$ cat src/rtl/sctag_vuad_diag_rsp.sv
// sctag_vuad_diag_rsp
//
// Response side of the VUAD diagnostic read pipeline. The C8 diag read data
// and requesting thread id are held in a stage register. One cycle later they
// are joined with the C9 parity syndrome into a single entry, which is pushed
// into a 2-entry response FIFO. The head entry goes back to the return path
// under a valid/ack handshake. Diagnostic reads that carry a parity error also
// update a first-error log and a saturating error counter.
//
// Ports
//   rclk, arst            clock, asynchronous active-high reset
//   diag_rd_vld_c8        diag read in C8 this cycle
//   diag_rd_tid_c8        requesting thread id (with diag_rd_vld_c8)
//   vuad_dp_diag_data_c7  diag read data; this is C8 data despite the name
//   vuad_syndrome_c9      parity syndrome {valid, dirty, used, alloc}
//   rsp_ack               consumer accepts the head entry
//   err_clr               clears the error log, error counter and drop_ovf
//   rsp_vld/data/tid/perr head entry of the response FIFO
//   diag_rd_stall         advisory to arbctl: stop issuing diag reads
//   err_vld/syn/tid       first-error log
//   err_multi             another error arrived after the first was logged
//   err_cnt               saturating count of erroring entries
//   drop_ovf              an entry was discarded because the FIFO was full
module sctag_vuad_diag_rsp #(
  parameter int CNTW = 8
) (
  input  logic            rclk,
  input  logic            arst,
  input  logic            diag_rd_vld_c8,
  input  logic [4:0]      diag_rd_tid_c8,
  input  logic [25:0]     vuad_dp_diag_data_c7,
  input  logic [3:0]      vuad_syndrome_c9,
  input  logic            rsp_ack,
  input  logic            err_clr,
  output logic            rsp_vld,
  output logic [25:0]     rsp_data,
  output logic [4:0]      rsp_tid,
  output logic [3:0]      rsp_perr,
  output logic            diag_rd_stall,
  output logic            err_vld,
  output logic [3:0]      err_syn,
  output logic [4:0]      err_tid,
  output logic            err_multi,
  output logic [CNTW-1:0] err_cnt,
  output logic            drop_ovf
);

  localparam int DEPTH = 2;
  localparam int EW    = 26 + 5 + 4;

  // C8 stage
  logic [25:0] stage_data_q, stage_data_d;
  logic [4:0]  stage_tid_q, stage_tid_d;
  logic        pend_q, pend_d;

  // FIFO
  logic [EW-1:0] mem_q [DEPTH];
  logic [EW-1:0] mem_d [DEPTH];
  logic          wr_ptr_q, wr_ptr_d;
  logic          rd_ptr_q, rd_ptr_d;
  logic [1:0]    count_q, count_d;

  // Error log
  logic            err_vld_q, err_vld_d;
  logic [3:0]      err_syn_q, err_syn_d;
  logic [4:0]      err_tid_q, err_tid_d;
  logic            err_multi_q, err_multi_d;
  logic [CNTW-1:0] err_cnt_q, err_cnt_d;
  logic            drop_ovf_q, drop_ovf_d;

  logic          push, pop, full, push_ok, drop, err_hit;
  logic [EW-1:0] entry;
  logic [EW-1:0] head;

  always_comb begin
    push    = pend_q;
    pop     = (count_q != 2'd0) && rsp_ack;
    full    = (count_q == 2'd2);
    // A pop in the same cycle frees the slot, so a full FIFO still accepts.
    push_ok = push && (!full || pop);
    drop    = push && full && !pop;
    // Dropped entries are still seen by the error log.
    err_hit = push && (vuad_syndrome_c9 != 4'h0);
    entry   = {stage_data_q, stage_tid_q, vuad_syndrome_c9};
    head    = mem_q[rd_ptr_q];
  end

  // Stage register: its old contents are consumed by this cycle's push
  // before being overwritten, so back-to-back reads are safe.
  always_comb begin
    stage_data_d = stage_data_q;
    stage_tid_d  = stage_tid_q;
    pend_d       = diag_rd_vld_c8;
    if (diag_rd_vld_c8) begin
      stage_data_d = vuad_dp_diag_data_c7;
      stage_tid_d  = diag_rd_tid_c8;
    end
  end

  always_comb begin
    mem_d    = mem_q;
    wr_ptr_d = wr_ptr_q;
    rd_ptr_d = rd_ptr_q;
    count_d  = count_q;
    if (push_ok) begin
      mem_d[wr_ptr_q] = entry;
      wr_ptr_d        = ~wr_ptr_q;
    end
    if (pop) begin
      rd_ptr_d = ~rd_ptr_q;
    end
    case ({push_ok, pop})
      2'b10:   count_d = count_q + 2'd1;
      2'b01:   count_d = count_q - 2'd1;
      default: count_d = count_q;
    endcase
  end

  always_comb begin
    err_vld_d   = err_vld_q & ~err_clr;
    err_syn_d   = err_syn_q;
    err_tid_d   = err_tid_q;
    err_multi_d = err_multi_q & ~err_clr;
    err_cnt_d   = err_clr ? '0 : err_cnt_q;
    drop_ovf_d  = (drop_ovf_q & ~err_clr) | drop;
    if (err_hit) begin
      // With err_clr in the same cycle the new error starts a fresh log.
      if (err_clr || !err_vld_q) begin
        err_vld_d = 1'b1;
        err_syn_d = vuad_syndrome_c9;
        err_tid_d = stage_tid_q;
      end else begin
        err_multi_d = 1'b1;
      end
      if (err_clr) begin
        err_cnt_d = {{(CNTW-1){1'b0}}, 1'b1};
      end else if (err_cnt_q != {CNTW{1'b1}}) begin
        err_cnt_d = err_cnt_q + 1'b1;
      end
    end
  end

  always_ff @(posedge rclk or posedge arst) begin
    if (arst) begin
      stage_data_q <= '0;
      stage_tid_q  <= '0;
      pend_q       <= 1'b0;
      for (int i = 0; i < DEPTH; i++) begin
        mem_q[i] <= '0;
      end
      wr_ptr_q     <= 1'b0;
      rd_ptr_q     <= 1'b0;
      count_q      <= 2'd0;
      err_vld_q    <= 1'b0;
      err_syn_q    <= '0;
      err_tid_q    <= '0;
      err_multi_q  <= 1'b0;
      err_cnt_q    <= '0;
      drop_ovf_q   <= 1'b0;
    end else begin
      stage_data_q <= stage_data_d;
      stage_tid_q  <= stage_tid_d;
      pend_q       <= pend_d;
      mem_q        <= mem_d;
      wr_ptr_q     <= wr_ptr_d;
      rd_ptr_q     <= rd_ptr_d;
      count_q      <= count_d;
      err_vld_q    <= err_vld_d;
      err_syn_q    <= err_syn_d;
      err_tid_q    <= err_tid_d;
      err_multi_q  <= err_multi_d;
      err_cnt_q    <= err_cnt_d;
      drop_ovf_q   <= drop_ovf_d;
    end
  end

  assign rsp_vld       = (count_q != 2'd0);
  assign rsp_data      = head[EW-1:9];
  assign rsp_tid       = head[8:4];
  assign rsp_perr      = head[3:0];
  // Counts the entry still in C9 so arbctl backs off before a drop can occur.
  assign diag_rd_stall = ({1'b0, count_q} + {2'b00, pend_q}) >= 3'd2;
  assign err_vld       = err_vld_q;
  assign err_syn       = err_syn_q;
  assign err_tid       = err_tid_q;
  assign err_multi     = err_multi_q;
  assign err_cnt       = err_cnt_q;
  assign drop_ovf      = drop_ovf_q;

endmodule

$ cat config.mk
export PLATFORM = sky130hd
export DESIGN_NAME = sctag_vuad_diag_rsp
export DESIGN_NICKNAME = d
export VERILOG_FILES = /design/src/rtl/sctag_vuad_diag_rsp.sv
export SDC_FILE = /design/constraint.sdc
export NUM_CORES = 1
export LEC_CHECK = 0
export CAP_MARGIN = 20
export CORE_MARGIN = 4
export CORE_UTILIZATION = 50
export DETAILED_ROUTE_END_ITERATION = 12
export PLACE_DENSITY = 0.82
export SLEW_MARGIN = 20
export SYNTH_ARGS = -nofsm -noshare
export SYNTH_HDL_FRONTEND = slang
export SYNTH_SLANG_ARGS = --single-unit
$ cat constraint.sdc
create_clock -name rclk -period 4.7 [get_ports rclk]
set_input_delay 0.47 -clock rclk [delete_from_list [all_inputs] [get_ports rclk]]
set_output_delay 0.47 -clock rclk [all_outputs]
set_load 0.01 [all_outputs]
==> results by group, run 1 <==
CTS
  – Hold Buf Count CTS: 0
  – Max H-tree Level: 4
  – CTS tree: built
  – CTS Buf Count: 17
  – Worst-skew pair later-pin latency: 0.51 ns
  – CTS root buf: clkbuf_8
  – Clk buf depth: 2
  – CTS sink cnt: 126
  – Clk pin slew, worst setup/hold paths: ~0.050 ns
  – Post-CTS setup repair buffer count: 0
  – Post-CTS sizing: 0

Final layout
  – Number of nets in the layout: 490
  – Share of cells above drive strength 1: 40.3%
  – Area growth from synthesis to layout: 31.7%
  – Fillers: 720
  – Sequential Area: 0.00315 mm^2
  – Multi-input logic area: 0.00203 mm^2
  – Ant. Diodes: 0
  – Final cell count without fillers: 597

Logic synthesis
  – Post-Syn Area: around 0.0053 mm^2
  – #FFs+latches synth: approximately 130
  – Commonest cells post-synth: 144 x mux2_2, 126 x dfrtp_1, 5 x a21oi_1, 5 x buf_1, 5 x nor2_1
  – Synth Warn #: 0
  – Synth Net Count: 386
  – Cell variety after synth: 42
  – Most common cell in the netlist: mux2_2
  – Seq/Total Area, Yosys: 59.6%
  – Top FF cell, synth: dfrtp_1
  – Avg Cell Area, Syn: 15.4 um^2
  – Async S/R FF share, synth: 100%
  – Cell taking the most area after synthesis: dfrtp_1
  – Synth top area cells: dfrtp_1 60%, mux2_2 31%, buf_6 0.64%
  – Mapped Cells: 344
  – Post-synth top area share: 59.6%
  – Post-synth EDFFs: 0

Route
  – Initial DRC count: 106
  – Via count: 3225
  – First-pass DRT Iterations: 4
  – DRT antenna net count: 0
  – Routed len/inst: around 18 um
  – # DRC: 0
  – Routed vias/inst: 5.40
  – Aggregate routed wire length: 10.7 mm

Global routing
  – First-pass GRT wire length: between 15 and 20 mm
  – Overflow after GRT: 0
  – Vias in the first global route: around 3500
  – Gr usage total: 18.4%
  – Initial antenna violation count: 0
  – Pin count of the biggest net entering global routing: 77

STA
  – Final worst-path cycle share: 61.5%
  – Post-layout min period: 2.89 ns
  – Fin Setup TNS: 0 ns
  – Slew @ Worst Pin: 1.07 ns
  – RSZ-0062 raised after global routing: false
  – Post-route clock skew: approximately 0.0067 ns
  – Endpoints failing hold: 0
  – # setup viols final: 0
  – Max Slew Vio Count: 0
  – F_max: around 0.35 GHz
  – Relative slew slack: 28.5%

Power and ir drop
  – Comb pwr share: 34.8%
  – Peak VDD IR: 0.458 mV
  – Switching Share: 27.4%
  – Cell Pwr Density: 675 mW/mm^2
  – Cell internal pwr: between 3000 and 4000 uW
  – Switching power: 1290 uW
  – Lkg Pwr: 0.00292 uW
  – Clock Power Share: 28.3%
  – Flop pwr share: 36.9%

Placed design
  – I/O Buffers: 96
  – DP Cell Count: around 570
  – Dpl hpwl: 6.80 mm
  – Final GP Congestion: 0.800

Floorplan
  – Die area: between 0.01 and 0.015 mm^2
  – Horiz. Die Dim: 111 um
  – Core Region: slightly above 0.01 mm^2
  – I/O pins: 97
  – Initial Util: 51.2%
  – Chip height: 111 um
  – Row count: 37

Min path
  – HP Class: reg -> reg
  – Hold path start: mem_q[58]

Worst setup path
  – Critical path capture point type: primary output
  – Critical path class: reg -> out
  – Crit path required time: around 4.2 ns
  – Crit. Startpoint: rd_ptr_q
  – Startpoint type of the worst setup path: register
  – CP Max Fanout: 36
  – Critical Path AT: 2.42 ns
  – Origin of the critical flop-to-flop path: count_q[1]

Status
  – Status: finished clean

Run
  – Max_cap viols: 0
-- critical path, cell delays in order, from the launching register on --
cell             delay [ns]
dfrtp_2                0.97
mux2_2                 0.41
clkdlybuf4s50_1        0.52
-- path summary, 6_finish.rpt --
| path | end | slack [ns] | cells past startpoint |
|---|---|---|---|
| min | mem_q[58] | 0.49 | 1 |
| max | rsp_perr[3] | 1.81 | 2 |
| min reg2reg | mem_q[58] | 0.49 | 1 |
| max reg2reg | mem_q[55] | 2.48 | 4 |
| min in group asynchronous | stage_data_q[15] | 0.52 | 2 |
| max in group asynchronous | stage_data_q[2] | 3.23 | 3 |
-- per-layer routing --
| metal | vias to the layer above | wire [um] | track usage, % |
|---|---|---|---|
| met5 | - | 0 | 0 |
| met2 | 87 | 5460 | 30.4 |
| met1 | 1660 | 4650 | 22.7 |
| li1 | 1461 | - | - |
| met3 | 17 | 502 | 5.68 |
| met4 | 0 | 138 | 6.81 |
-- flip-flops by register name (all words and copies together), names as in the netlist, 2 cells and up --
name          count
count_q           2
err_cnt           8
err_syn           4
err_tid           5
mem_q            70
stage_data_q     26
stage_tid_q       5
-- per-stage QoR --
step / utilization, % / area, um^2 / power [uW] / hold WS, ns / worst slack [ns]
floorplan: - / 5290 / 2650 / 0.454 / 0.874
global placement: 61.5 / 6350 / 3330 / 0.464 / 2.05
detailed placement: 61.5 / 6350 / 3390 / 0.487 / 2.01
CTS: 67.5 / 6970 / 4760 / 0.498 / 1.79
global route: 67.5 / 6970 / 4940 / 0.497 / 1.73
finish: 67.5 / 6970 / 4700 / 0.494 / 1.81
-- power groups by stage --
stage	Sequential [uW]	Combinational, uW	Clock (uW)
finish	1740	1640	1330
global route	1780	1760	1400
CTS	1740	1670	1360
detailed placement	1750	1650	0
global placement	1710	1620	0
floorplan	1620	1020	0
-- layout by cell type, fill, tap and decap left out, types with 2 or more instances in the layout --
cell type and count:
a21o_1 2, a21oi_1 5, buf_4 3, bufinv_16 3, clkbuf_1 4, clkbuf_16 16, clkbuf_8 7, clkdlybuf4s50_1 95
clkinv_2 2, dfrtp_1 125, ha_1 2, inv_1 3, mux2_2 144, nand2_1 4, nand3_1 3, nor2_1 5
nor3_1 4, o31ai_1 2, xnor2_1 3, xor2_1 2
-- layout make-up --
type,count,area share (%)
clock buffers,27,7.35
clock inverters,5,1.44
inverters,4,0.251
multi-input cells,200,29.2
flip-flops and latches,126,45.3
well taps,136,2.44
repair buffers,99,14.0
-- cells by family after synthesis --
family / synth area share [%]
buffers and inverters: 1.96
multiplexers: 31.1
AND/OR/NAND/NOR: 2.74
adder cells (fa/ha/maj): 0.473
XOR/XNOR: 0.828
flip-flops: 59.6
AO/OA/AOI/OAI: 3.33
No activity file was read; power rests on OpenSTA's default activity.
==> inputs of run 2 (changes only) <==
==> constraint.sdc (replaced) <==
create_clock -name rclk -period 2.7 [get_ports rclk]
set_input_delay 0.27 -clock rclk [delete_from_list [all_inputs] [get_ports rclk]]
set_output_delay 0.27 -clock rclk [all_outputs]
set_load 0.01 [all_outputs]
==> results by group, run 2 (synthesis gave the netlist of run 1 again) <==
Floorplan
  – Initial Util: about half
  – Core Region: between 0.01 and 0.015 mm^2
  – Chip height: 111 um
  – Die area: approximately 0.012 mm^2
  – I/O pins: 97
  – Row count: 37
  – Horiz. Die Dim: between 100 and 150 um

CTS
  – CTS sink cnt: 126
  – Clk buf depth: 2
  – CTS tree: built
  – Max H-tree Level: 4
  – Worst-skew pair later-pin latency: 0.51 ns
  – Clk pin slew, worst setup/hold paths: 0.06 ns
  – Hold Buf Count CTS: 0
  – CTS Buf Count: 17
  – Post-CTS sizing: 0
  – CTS root buf: clkbuf_8
  – Post-CTS setup repair buffer count: 0

Worst setup path
  – Critical path capture point type: primary output
  – Worst-path cell chain: buf_4 -> mux2_2 -> clkdlybuf4s50_1
  – Critical Path AT: 2.27 ns
  – CP Max Fanout: 15
  – Critical path class: reg -> out
  – Startpoint type of the worst setup path: register
  – CP delay by family, top: buffers and inverters
  – Reg2reg setup slack: 0.98 ns
  – Crit path required time: 2.43 ns
  – Reg-to-reg endpoint: mem_q[43]
  – Buf/Inv on CP: 2
  – Slowest CP cell: dfrtp_2
  – Origin of the critical flop-to-flop path: count_q[1]
  – Reg2Reg Depth: 5
  – Worst path max stage delay: approximately 0.61 ns

Route
  – Initial DRC count: between 90 and 100
  – First-pass DRT Iterations: 4
  – Routed vias/inst: 5.31
  – Aggregate routed wire length: ~11 mm
  – Routed len/inst: 18.0 um
  – # DRC: 0
  – DRT antenna net count: 0
  – Via count: 3198

Final layout
  – Max reg flops: 70
  – Fillers: 698
  – Final design area excluding fillers: 0.00701 mm^2
  – Largest register by flop count: mem_q
  – Ant. Diodes: 0
  – Share of cells above drive strength 1: between 40% and 50%
  – Final cell count without fillers: approximately 600
  – Most frequent cells in the layout: 144 x mux2_2, 125 x dfrtp_1, 95 x clkdlybuf4s50_1, 16 x clkbuf_16
  – Number of nets in the layout: between 400 and 500
  – Area growth from synthesis to layout: 32.5%
  – Commonest non-fill, non-tap cell in the layout: mux2_2

Placed design
  – Dpl hpwl: 7.15 mm
  – I/O Buffers: 96
  – DP Cell Count: 570
  – Placement Cell Area: about 0.0064 mm^2
  – Final GP Congestion: 0.856
  – Dpl ws: 0.597 ns

STA
  – Minimum hold slack: 0.207 ns
  – Final worst-path cycle share: 94.1%
  – Post-route clock skew: just over 0.01 ns
  – RSZ-0062 raised after global routing: false
  – Final worst slack: 0.158 ns
  – Slew @ Worst Pin: around 0.84 ns
  – # setup viols final: 0
  – Max Slew Vio Count: 0
  – Relative slew slack: 44.0%
  – F_max: 0.393 GHz
  – Fin Setup TNS: 0 ns
  – Post-layout min period: around 2.5 ns
  – Endpoints failing hold: 0

Status
  – Status: finished clean

Global routing
  – Pin count of the biggest net entering global routing: 37
  – Initial antenna violation count: 0
  – First-pass GRT wire length: 18.6 mm
  – Overflow after GRT: 0
  – Gr usage total: 19.0%
  – Vias in the first global route: around 3600

Power and ir drop
  – Cell Pwr Density: 1150 mW/mm^2
  – Peak VDD IR: 0.701 mV
  – Lkg Pwr: 0.00293 uW

Run
  – Max_cap viols: 0

Min path
  – HP Class: in -> async
## run 2: changes by cell type in the layout (fill, tap and decap cells not counted), moves of 2 or more
cell        delta
clkinvlp_4     +4
clkinv_2       +3
buf_12         +4
clkbuf_1       -2
clkbuf_8       -4
## run 2: cell type report
type,instances,area (um^2),area share [%]
multi-input cells,200,2030,29.0
flip-flops and latches,126,3150,45.0
clock buffers,21,449,6.41
repair buffers,104,1070,15.2
well taps,136,170,2.43
clock inverters,11,116,1.66
inverters,4,18.8,0.268
## run 2: metal layers
layer  vias to the layer above  part of all wire, %  GRT usage [%]  wire [um]
met1                      1634                   43           23.7       4650
li1                       1474                    -              -          -
met5                         -                    0              0          0
met2                        77                   50           30.6       5470
met4                         0                  1.5           7.64        163
met3                        13                  5.2           6.44        561
## run 2: worst max path at each step
stage / startpoint / end / slack, ns / cells after the start
final: rd_ptr_q / rsp_data[12] / 0.16 / 3
after global placement: err_clr / err_tid[4] / 0.67 / 4
after CTS: rd_ptr_q / rsp_data[5] / 0.11 / 3
after global routing: rd_ptr_q / rsp_data[12] / 0.07 / 3
after floorplan: arst / count_q[0] / 0.88 / 1
after detailed placement: err_clr / err_syn[2] / 0.60 / 4
## run 2: power by group
| part | switching (uW) | internal, uW | total, uW |
|---|---|---|---|
| logic | 1060 | 1890 | 2950 |
| clock network | 784 | 1350 | 2140 |
| registers | 416 | 2550 | 2970 |
| total | 2260 | 5790 | 8050 |
## run 2: stage by stage
step	total power [uW]	utilization (%)
6_report	8050	67.9
3_5_place_dp	5950	62.4
2_1_floorplan	4610	-
3_3_place_gp	5860	62.4
4_1_cts	8170	67.9
5_1_grt	8500	67.9
==> inputs of run 3 (changes only) <==
--- a/config.mk
+++ b/config.mk
@@ -10,7 +10,8 @@
 export CORE_UTILIZATION = 50
 export DETAILED_ROUTE_END_ITERATION = 12
 export PLACE_DENSITY = 0.82
-export SLEW_MARGIN = 20
+export SKIP_CTS_REPAIR_TIMING = 1
+export SLEW_MARGIN = 5
 export SYNTH_ARGS = -nofsm -noshare
 export SYNTH_HDL_FRONTEND = slang
 export SYNTH_SLANG_ARGS = --single-unit
==> results of run 3 <==
No change in the layout: final DEF, timing and power equal those of run 2.
